### src/rtl/pe_pkg.sv
// Shared widths, drain FSM state type and the wrap/saturate adder for systolic_pe_v2.
// PE_SAT_EN selects saturating arithmetic in sat_add; undefined means two's-complement wrap.
package pe_pkg;

  localparam int DATA_W_DEF   = 8;
  localparam int WEIGHT_W_DEF = 8;
  localparam int ACC_W_DEF    = 24;
  // Internal add width; any ACC_W up to 62 bits cannot overflow here.
  localparam int MAX_W        = 64;

  typedef enum logic [1:0] {
    IDLE  = 2'd0,
    LOAD  = 2'd1,
    SHIFT = 2'd2
  } drain_state_t;

  typedef struct packed {
    logic signed [MAX_W-1:0] sum;
    logic                    hit;
  } sat_res_t;

  function automatic sat_res_t sat_add(input logic signed [MAX_W-1:0] a,
                                       input logic signed [MAX_W-1:0] b,
                                       input int                      acc_w);
    sat_res_t                r;
    logic signed [MAX_W-1:0] full;
    full  = a + b;
    r.hit = 1'b0;
`ifdef PE_SAT_EN
    begin
      logic signed [MAX_W-1:0] hi;
      logic signed [MAX_W-1:0] lo;
      hi = (MAX_W'(64'sd1) <<< (acc_w - 1)) - MAX_W'(64'sd1);
      lo = -hi - MAX_W'(64'sd1);
      r.sum = full;
      if (full > hi) begin
        r.sum = hi;
        r.hit = 1'b1;
      end else if (full < lo) begin
        r.sum = lo;
        r.hit = 1'b1;
      end
    end
`else
    r.sum = (full <<< (MAX_W - acc_w)) >>> (MAX_W - acc_w);
`endif
    return r;
  endfunction

endpackage

### src/rtl/systolic_pe_v2_if.sv
// PE neighbour bus: activation/partial-sum/weight chain plus debug taps of internal state.
// Handshake: no valid/ready; 'active' qualifies compute each cycle and is forwarded as activeout.
interface systolic_pe_v2_if
  import pe_pkg::*;
#(
  parameter int DATA_W   = DATA_W_DEF,
  parameter int WEIGHT_W = WEIGHT_W_DEF,
  parameter int ACC_W    = ACC_W_DEF
);
  logic                       active;
  logic signed [DATA_W-1:0]   datain;
  logic signed [ACC_W-1:0]    sumin;
  logic signed [WEIGHT_W-1:0] win;
  logic                       wshift;
  logic                       wswap;
  logic                       os_mode;
  logic                       acc_clear;
  logic                       drain;
  logic signed [DATA_W-1:0]   dataout;
  logic signed [ACC_W-1:0]    maccout;
  logic signed [WEIGHT_W-1:0] wout;
  logic                       wswapout;
  logic                       activeout;
  logic                       ovf;
  drain_state_t               dbg_state;
  logic signed [WEIGHT_W-1:0] dbg_weight;
  logic signed [ACC_W-1:0]    dbg_acc;

  modport master (
    output active, datain, sumin, win, wshift, wswap, os_mode, acc_clear, drain,
    input  dataout, maccout, wout, wswapout, activeout, ovf,
    input  dbg_state, dbg_weight, dbg_acc
  );

  modport slave (
    input  active, datain, sumin, win, wshift, wswap, os_mode, acc_clear, drain,
    output dataout, maccout, wout, wswapout, activeout, ovf,
    output dbg_state, dbg_weight, dbg_acc
  );
endinterface

### src/rtl/pe_mac.sv
// Combinational multiply-add: full-precision signed product plus addend, wrapped or clamped.
module pe_mac
  import pe_pkg::*;
#(
  parameter int DATA_W   = DATA_W_DEF,
  parameter int WEIGHT_W = WEIGHT_W_DEF,
  parameter int ACC_W    = ACC_W_DEF
) (
  input  logic signed [DATA_W-1:0]   a,
  input  logic signed [WEIGHT_W-1:0] w,
  input  logic signed [ACC_W-1:0]    addend,
  output logic signed [ACC_W-1:0]    sum,
  output logic                       ovf_hit
);
  logic signed [DATA_W+WEIGHT_W-1:0] prod;
  sat_res_t                          res;
  logic                              unused_hi;

  assign prod      = a * w;
  assign res       = sat_add(MAX_W'(prod), MAX_W'(addend), ACC_W);
  assign sum       = res.sum[ACC_W-1:0];
  assign ovf_hit   = res.hit;
  assign unused_hi = ^res.sum[MAX_W-1:ACC_W];
endmodule

### src/rtl/systolic_pe_v2.sv
// Double-buffered-weight systolic PE with weight-stationary and output-stationary dataflows.
// Define PE_SAT_EN for saturating arithmetic and a sticky ovf flag.
module systolic_pe_v2
  import pe_pkg::*;
#(
  parameter int DATA_W   = DATA_W_DEF,
  parameter int WEIGHT_W = WEIGHT_W_DEF,
  parameter int ACC_W    = ACC_W_DEF
) (
  input  logic        clock,
  input  logic        reset,
  systolic_pe_v2_if.slave pe
);
  drain_state_t               state_q;
  logic signed [WEIGHT_W-1:0] weight_q;
  logic signed [WEIGHT_W-1:0] shadow_q;
  logic signed [ACC_W-1:0]    acc_q;
  logic signed [DATA_W-1:0]   dataout_q;
  logic signed [ACC_W-1:0]    maccout_q;
  logic                       wswapout_q;
  logic                       activeout_q;
  logic signed [ACC_W-1:0]    addend;
  logic signed [ACC_W-1:0]    mac_sum;
  logic                       mac_hit;
  logic                       mac_used;

  // One MAC serves both dataflows: WS adds the incoming partial sum, OS adds the local acc.
  assign addend   = pe.os_mode ? (pe.acc_clear ? '0 : acc_q) : pe.sumin;
  assign mac_used = pe.active && (!pe.os_mode || (state_q == IDLE && !pe.drain));

  pe_mac #(
    .DATA_W  (DATA_W),
    .WEIGHT_W(WEIGHT_W),
    .ACC_W   (ACC_W)
  ) u_mac (
    .a      (pe.datain),
    .w      (weight_q),
    .addend (addend),
    .sum    (mac_sum),
    .ovf_hit(mac_hit)
  );

  always_ff @(posedge clock or posedge reset) begin
    if (reset) begin
      state_q     <= IDLE;
      weight_q    <= '0;
      shadow_q    <= '0;
      acc_q       <= '0;
      dataout_q   <= '0;
      maccout_q   <= '0;
      wswapout_q  <= 1'b0;
      activeout_q <= 1'b0;
    end else begin
      activeout_q <= pe.active;
      wswapout_q  <= pe.wswap;
      // Swap takes the pre-edge shadow, so a same-edge shift lands one load later.
      if (pe.wshift) shadow_q <= pe.win;
      if (pe.wswap)  weight_q <= shadow_q;
      if (pe.active) dataout_q <= pe.datain;
      if (!pe.os_mode) begin
        state_q <= IDLE;
        if (pe.active) maccout_q <= mac_sum;
      end else begin
        case (state_q)
          IDLE: begin
            if (pe.drain)       state_q <= LOAD;
            else if (pe.active) acc_q   <= mac_sum;
          end
          LOAD: begin
            maccout_q <= acc_q;
            acc_q     <= '0;
            state_q   <= pe.drain ? SHIFT : IDLE;
          end
          SHIFT: begin
            if (pe.drain) maccout_q <= pe.sumin;
            else          state_q   <= IDLE;
          end
          default: state_q <= IDLE;
        endcase
      end
    end
  end

`ifdef PE_SAT_EN
  logic ovf_q;
  always_ff @(posedge clock or posedge reset) begin
    if (reset) begin
      ovf_q <= 1'b0;
    end else begin
      if (pe.active && pe.acc_clear) ovf_q <= 1'b0;
      if (mac_used && mac_hit)       ovf_q <= 1'b1;
    end
  end
  assign pe.ovf = ovf_q;
`else
  logic unused_hit;
  assign unused_hit = mac_hit;
  assign pe.ovf     = 1'b0;
`endif

  assign pe.dataout    = dataout_q;
  assign pe.maccout    = maccout_q;
  assign pe.wout       = shadow_q;
  assign pe.wswapout   = wswapout_q;
  assign pe.activeout  = activeout_q;
  assign pe.dbg_state  = state_q;
  assign pe.dbg_weight = weight_q;
  assign pe.dbg_acc    = acc_q;
endmodule

### src/flat_wrapper.sv
// flat-port wrapper written by rule: the top's interface ports become plain ports
module systolic_pe_v2_flat import pe_pkg::*;
#(
  parameter int DATA_W   = DATA_W_DEF,
  parameter int WEIGHT_W = WEIGHT_W_DEF,
  parameter int ACC_W    = ACC_W_DEF
)
  (clock, reset, pe_active, pe_datain, pe_sumin, pe_win, pe_wshift, pe_wswap, pe_os_mode, pe_acc_clear, pe_drain, pe_dataout, pe_maccout, pe_wout, pe_wswapout, pe_activeout, pe_ovf, pe_dbg_state, pe_dbg_weight, pe_dbg_acc);
  systolic_pe_v2_if #(.DATA_W(DATA_W), .WEIGHT_W(WEIGHT_W), .ACC_W(ACC_W)) pe_i ();
  input  logic clock;
  input  logic reset;
  input wire logic [$bits(pe_i.active)-1:0] pe_active;
  input wire logic [$bits(pe_i.datain)-1:0] pe_datain;
  input wire logic [$bits(pe_i.sumin)-1:0] pe_sumin;
  input wire logic [$bits(pe_i.win)-1:0] pe_win;
  input wire logic [$bits(pe_i.wshift)-1:0] pe_wshift;
  input wire logic [$bits(pe_i.wswap)-1:0] pe_wswap;
  input wire logic [$bits(pe_i.os_mode)-1:0] pe_os_mode;
  input wire logic [$bits(pe_i.acc_clear)-1:0] pe_acc_clear;
  input wire logic [$bits(pe_i.drain)-1:0] pe_drain;
  output wire logic [$bits(pe_i.dataout)-1:0] pe_dataout;
  output wire logic [$bits(pe_i.maccout)-1:0] pe_maccout;
  output wire logic [$bits(pe_i.wout)-1:0] pe_wout;
  output wire logic [$bits(pe_i.wswapout)-1:0] pe_wswapout;
  output wire logic [$bits(pe_i.activeout)-1:0] pe_activeout;
  output wire logic [$bits(pe_i.ovf)-1:0] pe_ovf;
  output wire logic [$bits(pe_i.dbg_state)-1:0] pe_dbg_state;
  output wire logic [$bits(pe_i.dbg_weight)-1:0] pe_dbg_weight;
  output wire logic [$bits(pe_i.dbg_acc)-1:0] pe_dbg_acc;
  assign pe_i.active = pe_active;
  assign pe_i.datain = pe_datain;
  assign pe_i.sumin = pe_sumin;
  assign pe_i.win = pe_win;
  assign pe_i.wshift = pe_wshift;
  assign pe_i.wswap = pe_wswap;
  assign pe_i.os_mode = pe_os_mode;
  assign pe_i.acc_clear = pe_acc_clear;
  assign pe_i.drain = pe_drain;
  assign pe_dataout = pe_i.dataout;
  assign pe_maccout = pe_i.maccout;
  assign pe_wout = pe_i.wout;
  assign pe_wswapout = pe_i.wswapout;
  assign pe_activeout = pe_i.activeout;
  assign pe_ovf = pe_i.ovf;
  assign pe_dbg_state = pe_i.dbg_state;
  assign pe_dbg_weight = pe_i.dbg_weight;
  assign pe_dbg_acc = pe_i.dbg_acc;
  systolic_pe_v2 #(.DATA_W(DATA_W), .WEIGHT_W(WEIGHT_W), .ACC_W(ACC_W)) u_core (.clock(clock), .reset(reset), .pe(pe_i));
endmodule
### config.mk
export PLATFORM = sky130hd
export DESIGN_NAME = systolic_pe_v2_flat
export DESIGN_NICKNAME = d
export VERILOG_FILES = /design/src/rtl/pe_pkg.sv /design/src/rtl/systolic_pe_v2_if.sv /design/src/rtl/pe_mac.sv /design/src/rtl/systolic_pe_v2.sv /design/src/flat_wrapper.sv
export SDC_FILE = /design/constraint.sdc
export NUM_CORES = 1
export LEC_CHECK = 0
export CAP_MARGIN = 20
export CORE_MARGIN = 4
export CORE_UTILIZATION = 30
export CTS_BUF_LIST = sky130_fd_sc_hd__clkbuf_4 sky130_fd_sc_hd__clkbuf_8 sky130_fd_sc_hd__clkbuf_16
export DETAILED_ROUTE_END_ITERATION = 8
export PLACE_DENSITY = 0.54
export SYNTH_ARGS = -nofsm -noshare
export SYNTH_HDL_FRONTEND = slang
export SYNTH_HIERARCHICAL = 1
export SYNTH_SLANG_ARGS = --single-unit
### constraint.sdc
create_clock -name clock -period 9 [get_ports clock]
set_input_delay 1.35 -clock clock [delete_from_list [all_inputs] [get_ports clock]]
set_output_delay 1.35 -clock clock [all_outputs]
set_load 0.005 [all_outputs]
# Word-level counts from Yosys, hierarchy flattened
# Cells that the tools add are included.
[totals]
reg_bits = 76
input_bits = 48
output_inout_bits = 77
word_cells = 37
[classes]
eq_ne = 8
reduce_logical = 6
mul = 1
muxes = 13
addsub = 1
[op_table]
columns = ["operator", "count"]
rows = [
  ["2-to-1 mux 24 bit", 6],
  ["case mux 24 bit (2 select lines)", 2],
  ["adder 16 x 24 -> 24 bit", 1],
  ["multiplier 8 x 8 -> 16 bit", 1],
  ["inequality test 3 bit, second input constant", 3],
  ["2-to-1 mux 2 bit", 4],
  ["case mux 2 bit (3 select lines)", 1],
  ["inequality test 2 bit, second input constant", 2],
  ["AND reduction 4 bit", 1],
  ["nonzero test 2 bit", 2],
  ["inequality test 3 x 1 -> 1 bit, second input constant", 1],
  ["AND reduction 3 bit", 1],
  ["== test 2 x 1 -> 1 bit, second input constant", 1],
  ["== test 2 bit, second input constant", 1],
  ["zero test 2 bit", 1],
  ["AND reduction 2 bit", 1],
]

# Longest topological paths before layout
# Gate-level depths: netlist of run 1.
[logic_depth]
word_depth = 6
ltp_mapped = 25
ltp_nobuf = 23

# By module
# The synthesis of run 1 kept the hierarchy.
[by_module_without_submodules]
columns = ["mod", "instances", "area_each_um2", "seq_area_each_um2", "cells_per_inst"]
rows = [
  ["pe_mac", 1, 4190.3, 0.0, 422],
  ["systolic_pe_v2", 1, 3674.8, 1901.8, 396],
]

# Worst setup path before layout of run 1
# OpenSTA, ideal clock, no wires.
[synth_path]
path_type = "in2reg"
start = "in pe_datain[7]"
end = "reg u_core.maccout_q[23], in the netlist u_core/pe.maccout[23]"
path_stages = 18
path_slack_ps = 2467
path_buffers = 0
required_ps = 8858
setup_ps = 142
arrival_time_ps = 6390
path_cell_list = "and2_1 > inv_1 > fa_1 > inv_1 > fa_1 > fa_1 > fa_1 > fa_1 > ha_1 > o211ai_1 > o211ai_1 > a21boi_0 > o31a_1 > o21ai_1 > xnor2_1 > mux2_2 > o22ai_1 > a41oi_1"
[synth_via]
elab_chain_cells = 4
[synth_lines]
columns = ["item", "line", "rtl"]
rows = [
  ["from (decl)", "flat_wrapper.sv:13", "input wire logic [$bits(pe_i.datain)-1:0] pe_datain;"],
  ["multiplier 8 x 8 -> 16 bit", "pe_mac.sv:19", "assign prod = a * w;"],
  ["adder 16 x 24 -> 24 bit", "pe_pkg.sv:27", "full = a + b;"],
  ["via u_core.mac_sum[23]", "systolic_pe_v2.sv:23", "logic signed [ACC_W-1:0] mac_sum;"],
  ["2-to-1 mux 24 bit", "systolic_pe_v2.sv:62", "if (pe.active) maccout_q <= mac_sum;"],
  ["2-to-1 mux 24 bit", "systolic_pe_v2.sv:60", "if (!pe.os_mode) begin"],
  ["to (signal assigned)", "systolic_pe_v2.sv:62", ""],
  ["to (signal assigned)", "systolic_pe_v2.sv:70", "maccout_q <= acc_q;"],
  ["to (signal assigned)", "systolic_pe_v2.sv:75", "if (pe.drain) maccout_q <= pe.sumin;"],
  ["to (decl)", "systolic_pe_v2.sv:19", "logic signed [ACC_W-1:0] maccout_q;"],
]
# The timed path passes the listed nets, and every way through them passes these cells. The select of a mux whose other input is x is not followed.
# A chain may end at the register's enable or synchronous reset.

# Worst setup path after layout of run 1
[layout_path]
start = "in pe_datain[7]"
end = "reg u_core.maccout_q[20], in the netlist u_core/pe.maccout[20]"
# The elaborated chain is that of the path after synthesis.

==> results.py, run 1 <==
metrics = {
    "sta": {
        "fin_skew_ns": 0.01917,
        "fin_setup_tns_ns": 0,
        "fin_crit_sh": 0.7952,
        "period_minus_slack_ns": 7.157,
        "relSlewSlack": 0.3572,
        "tightestPinTransition_ns": 0.9619,
        "whs_ns": 0.5049,
        "hold_viol": 0,
        "setup_viol": 0,
        "grt_setup_unrepaired": "false",
        "max_freq_ghz": 0.1397,
        "slew_viol_final": 0,
    },
    "clocking": {
        "clk_pin_slew_ns": 0.08,
        "cts_resized": 0,
        "post_cts_buffers": 0,
        "clock-sinks": 76,
        "ctsHoldBuffers": 0,
        "cts_inserted_buffers": 9,
        "root_buffer": "clkbuf_16",
        "htree_levels": 3,
        "cts_buffer_depth": 2,
        "tritoncts": "built",
        "clkLatencyLatePin_ns": 0.35,
    },
    "worst_setup_path": {
        "slowest_delay_ns": 0.79,
        "critPathBufInv": 3,
        "crit_slowest_cell": "and2_1",
        "start_kind": "primary input",
        "crit_path_frequent_cell": "fa_1",
        "worstSetupEndpointType": "flip-flop",
        "path_cells": "clkdlybuf4s50_1, and2_1, fa_1, inv_1, fa_1, fa_1, inv_1, fa_1, ha_1, ha_1, a211o_1, a21oi_1, a21oi_1, a211oi_1, nand2_1, xor2_1, nor2_1, nand2_1, o221ai_1, a21oi_1",
        "crit_required_ns": 9.28,
        "worst_path_dominant_cell_family": "adder cells",
        "cp_data_arrival_time_ns": 7.44,
        "criticalPathCategory": "primary input to flip-flop",
        "path_max_fanout": 16,
    },
    "layout": {
        "drive_gt1_frac": 0.06230,
        "final_net_count": 1132,
        "antennaDiodeCount": 0,
        "syn_to_final_growth_pct": 24.09,
        "nFillCells": 2502,
        "fin_util": 0.3826,
    },
    "die": {
        "rows": 58,
        "io-pin-count": 125,
        "die_y_um": 169.8,
        "fp.dieW_um": 169.8,
        "die_area_um2": 28830,
        "initial_core_util": 0.3083,
        "core_area_um2": 25470,
    },
    "outcome": {
        "status": "finished clean",
    },
    "placement": {
        "place_congestion": 0.8632,
        "io_buffers": 123,
        "dp_hpwl_mm": 16.74,
    },
    "yosys": {
        "synth_area_um2": 7854,
        "yosysWarnings": 6,
        "syn-num-nets": 1022,
        "syn_inst": 816,
        "synth_area_per_cell_um2": 9.625,
    },
    "route": {
        "ant_nets": 0,
        "drt-total-wl_mm": 21.68,
        "avgViaCountPerCell": 4.821,
        "drc": 0,
        "dr.first_iter.drc_count": 467,
        "vias": 6079,
        "wl_per_cell_um": 17.19,
        "dr.pass1.iters": 5,
    },
    "grt": {
        "grt_antenna_before_repair": 0,
        "grt_pass1_vias": 6406,
        "grt_usage": 0.1552,
        "grt_overflow": 0,
        "grt_max_degree": 77,
        "grt_pass1_wl_mm": 35.60,
    },
    "job": {
        "maxCapViolations": 0,
    },
    "hold_path": {
        "hp-class": "flip-flop to flip-flop",
    },
}
## stage by stage
stage	worst slack, ns	cells	instance area, um2
CTS	1.847	1260	9718
global placement	1.441	1243	9371
floorplan	2.467	816	7854
global route	1.450	1261	9746
finish	1.843	1261	9746
detailed placement	1.488	1244	9399
## placed cells by master (no fill, tap or decap), drive strengths merged, types with 2 or more instances in the layout
master	instances
nand2b	21
o221ai	23
o211ai	2
nor2b	12
and2	36
o22ai	24
a31oi	4
nor3b	2
o21ai	33
o21bai	4
clkdlybuf4s50	122
xnor2	17
nand3b	4
dfrtp	76
nor2	36
fa	104
nor3	3
xor2	6
a21oi	42
nand4	5
a211oi	3
or4	2
buf	10
a21boi	2
a21o	2
clkbuf	11
mux2	26
ha	54
nand2	109
nand3	6
inv	112
## cell type report
class / instances / area (um2) / share of cell area
clock buffer: 11 / 252.7 / 0.02593
multi-input combinational: 597 / 5364 / 0.5504
inverter: 110 / 414.1 / 0.04250
timing repair buffer: 132 / 1334 / 0.1369
tap: 330 / 412.9 / 0.04237
sequential: 76 / 1902 / 0.1951
clock inverter: 5 / 66.31 / 0.006804
## final timing paths
path	startpoint	endpoint	slack, ns	cells past startpoint
max	pe_datain[7]	u_core/pe.maccout[20]	1.84	20
min	u_core/pe.dataout[1]	u_core/pe.dataout[1]	0.50	1
max reg2reg	u_core/pe.dbg_weight[1]	u_core/pe.maccout[20]	2.92	19
min reg2reg	u_core/pe.dataout[1]	u_core/pe.dataout[1]	0.50	1
max in group asynchronous	reset	u_core/pe.maccout[18]	6.99	4
min in group asynchronous	reset	u_core/pe.maccout[5]	1.42	3
## sequential cells by signal, indices dropped and copies added, names as in the netlist
signal                count
u_core/pe.activeout       1
u_core/pe.maccout        24
u_core/pe.dbg_acc        24
u_core/pe.wout            8
u_core/pe.dbg_weight      8
u_core/pe.dbg_state       2
u_core/pe.wswapout        1
u_core/pe.dataout         8
## layer usage
metal	global-route usage	routed length [um]
met3	0.02516	915
met1	0.2109	9591
met5	0	0
met2	0.2601	10760
met4	0.03710	414
Power of run 1 is left out: the tool's default activity adds up to more than one toggle a clock period on the data nets, which glitch-free logic cannot reach.
==> run 2: changes to the inputs <==
clock period = 6.7 ns   (was 9 ns; I/O delays follow)
==> results.py, run 2 (synthesis gave the netlist of run 1 again) <==
metrics = {
    "clocking": {
        "cts_inserted_buffers": 9,
        "ctsHoldBuffers": 0,
        "clkLatencyLatePin_ns": 0.35,
        "tritoncts": "built",
        "post_cts_buffers": 0,
        "root_buffer": "clkbuf_16",
        "cts_resized": 0,
        "htree_levels": 3,
        "clk_pin_slew_ns": 0.07,
        "clock-sinks": 76,
        "cts_buffer_depth": 2,
    },
    "worst_setup_path": {
        "path_cells": "clkdlybuf4s50_1, buf_12, o22ai_1, inv_1, fa_1, inv_1, fa_1, fa_1, fa_1, fa_1, ha_1, a21oi_1, o211ai_1, nand2_1, a31oi_1, o311ai_0, nor2_1, nand2_1, o221ai_1, a21oi_1",
        "start_kind": "primary input",
        "path_max_fanout": 24,
        "crit_path_frequent_cell": "fa_1",
        "slowest_delay_ns": 0.59,
        "cp.depth": 20,
        "worstSetupEndpointType": "flip-flop",
        "criticalPathCategory": "primary input to flip-flop",
        "cp_data_arrival_time_ns": 6.57,
        "reg2reg_depth": 18,
        "crit_required_ns": 6.98,
        "crit_slowest_cell": "o311ai_0",
        "worst_path_dominant_cell_family": "adder cells",
        "critPathBufInv": 4,
    },
    "layout": {
        "drive_gt1_frac": 0.07814,
        "antennaDiodeCount": 0,
        "final_common_cell": "clkdlybuf4s50_1",
        "nFillCells": 2552,
        "syn_to_final_growth_pct": 26.08,
        "layout_common_cells": "clkdlybuf4s50_1, nand2_1, inv_1, fa_1, dfrtp_1",
        "final_net_count": 1148,
    },
    "hold_path": {
        "holdPathStages": 1,
        "hp-class": "flip-flop to flip-flop",
    },
    "route": {
        "avgViaCountPerCell": 4.813,
        "drt-total-wl_mm": 21.93,
        "dr.pass1.iters": 5,
        "wl_per_cell_um": 17.17,
        "drc": 0,
        "vias": 6146,
        "dr.first_iter.drc_count": 270,
        "ant_nets": 0,
    },
    "die": {
        "die_area_um2": 28830,
        "fp.dieW_um": 169.8,
        "core_area_um2": 25470,
        "die_y_um": 169.8,
        "rows": 58,
        "initial_core_util": 0.3083,
        "io-pin-count": 125,
    },
    "sta": {
        "slew_viol_final": 0,
        "whs_ns": 0.5057,
        "fin_setup_tns_ns": 0,
        "tightestPinTransition_ns": 0.9785,
        "grt_setup_unrepaired": "false",
        "setup_viol": 0,
        "period_minus_slack_ns": 6.288,
        "worst_slack_ns": 0.4121,
        "fin_skew_ns": 0.01235,
        "fin_crit_sh": 0.9385,
        "relSlewSlack": 0.3461,
        "max_freq_ghz": 0.1590,
        "hold_viol": 0,
    },
    "grt": {
        "grt_overflow": 0,
        "grt_max_degree": 77,
        "grt_pass1_vias": 6493,
        "grt_antenna_before_repair": 0,
        "grt_usage": 0.1594,
        "grt_pass1_wl_mm": 36.51,
    },
    "job": {
        "maxCapViolations": 0,
    },
    "placement": {
        "dp_slack_ns": 0.02287,
        "place_congestion": 0.8527,
        "io_buffers": 123,
        "dp_hpwl_mm": 17.08,
    },
    "outcome": {
        "status": "finished clean",
    },
}
## run 2: area by class of cell
type / instances / area (um2) / share of cell area
Multi-Input combinational cell: 597 / 5364 / 0.5417
Sequential cell: 76 / 1902 / 0.1921
Timing Repair Buffer: 148 / 1479 / 0.1494
Inverter: 110 / 414.1 / 0.04182
Tap cell: 330 / 412.9 / 0.04170
Clock buffer: 9 / 225.2 / 0.02274
Clock inverter: 7 / 105.1 / 0.01061
## run 2: final timing paths
check / from / endpoint / slack [ns]
hold / removal: u_core/pe.dataout[3] / u_core/pe.dataout[3] / 0.51
min in group asynchronous: reset / u_core/pe.maccout[5] / 1.06
setup / recovery: pe_acc_clear / u_core/pe.maccout[21] / 0.41
hold reg to reg: u_core/pe.dataout[3] / u_core/pe.dataout[3] / 0.51
setup reg to reg: u_core/pe.dbg_weight[2] / u_core/pe.maccout[20] / 0.99
max in group asynchronous: reset / u_core/pe.maccout[17] / 5.06
## run 2: per-layer routing
| metal | up-vias | GRT usage | wire, um |
|---|---|---|---|
| met4 | 0 | 0.02940 | 223 |
| met3 | 18 | 0.02795 | 980 |
| li1 | 2932 | - | - |
| met5 | - | 0 | 0 |
| met1 | 3062 | 0.2116 | 9545 |
| met2 | 134 | 0.2759 | 11180 |
## run 2: per-stage QoR
step	utilization	cell area [um2]	instances
6_report	0.3887	9902	1277
5_1_grt	0.3887	9902	1277
4_1_cts	0.3871	9859	1275
3_5_place_dp	0.3741	9529	1259
3_3_place_gp	0.3741	9529	1259
2_1_floorplan	-	7854	816
Power of run 2 is left out for the same reason.
==> run 3: changes to the inputs <==
SETUP_SLACK_MARGIN = 0.05   (was not set)
==> results of run 3 <==
Same layout as run 2 (identical final DEF). Status: finished clean.
Power of run 3 is left out for the same reason.
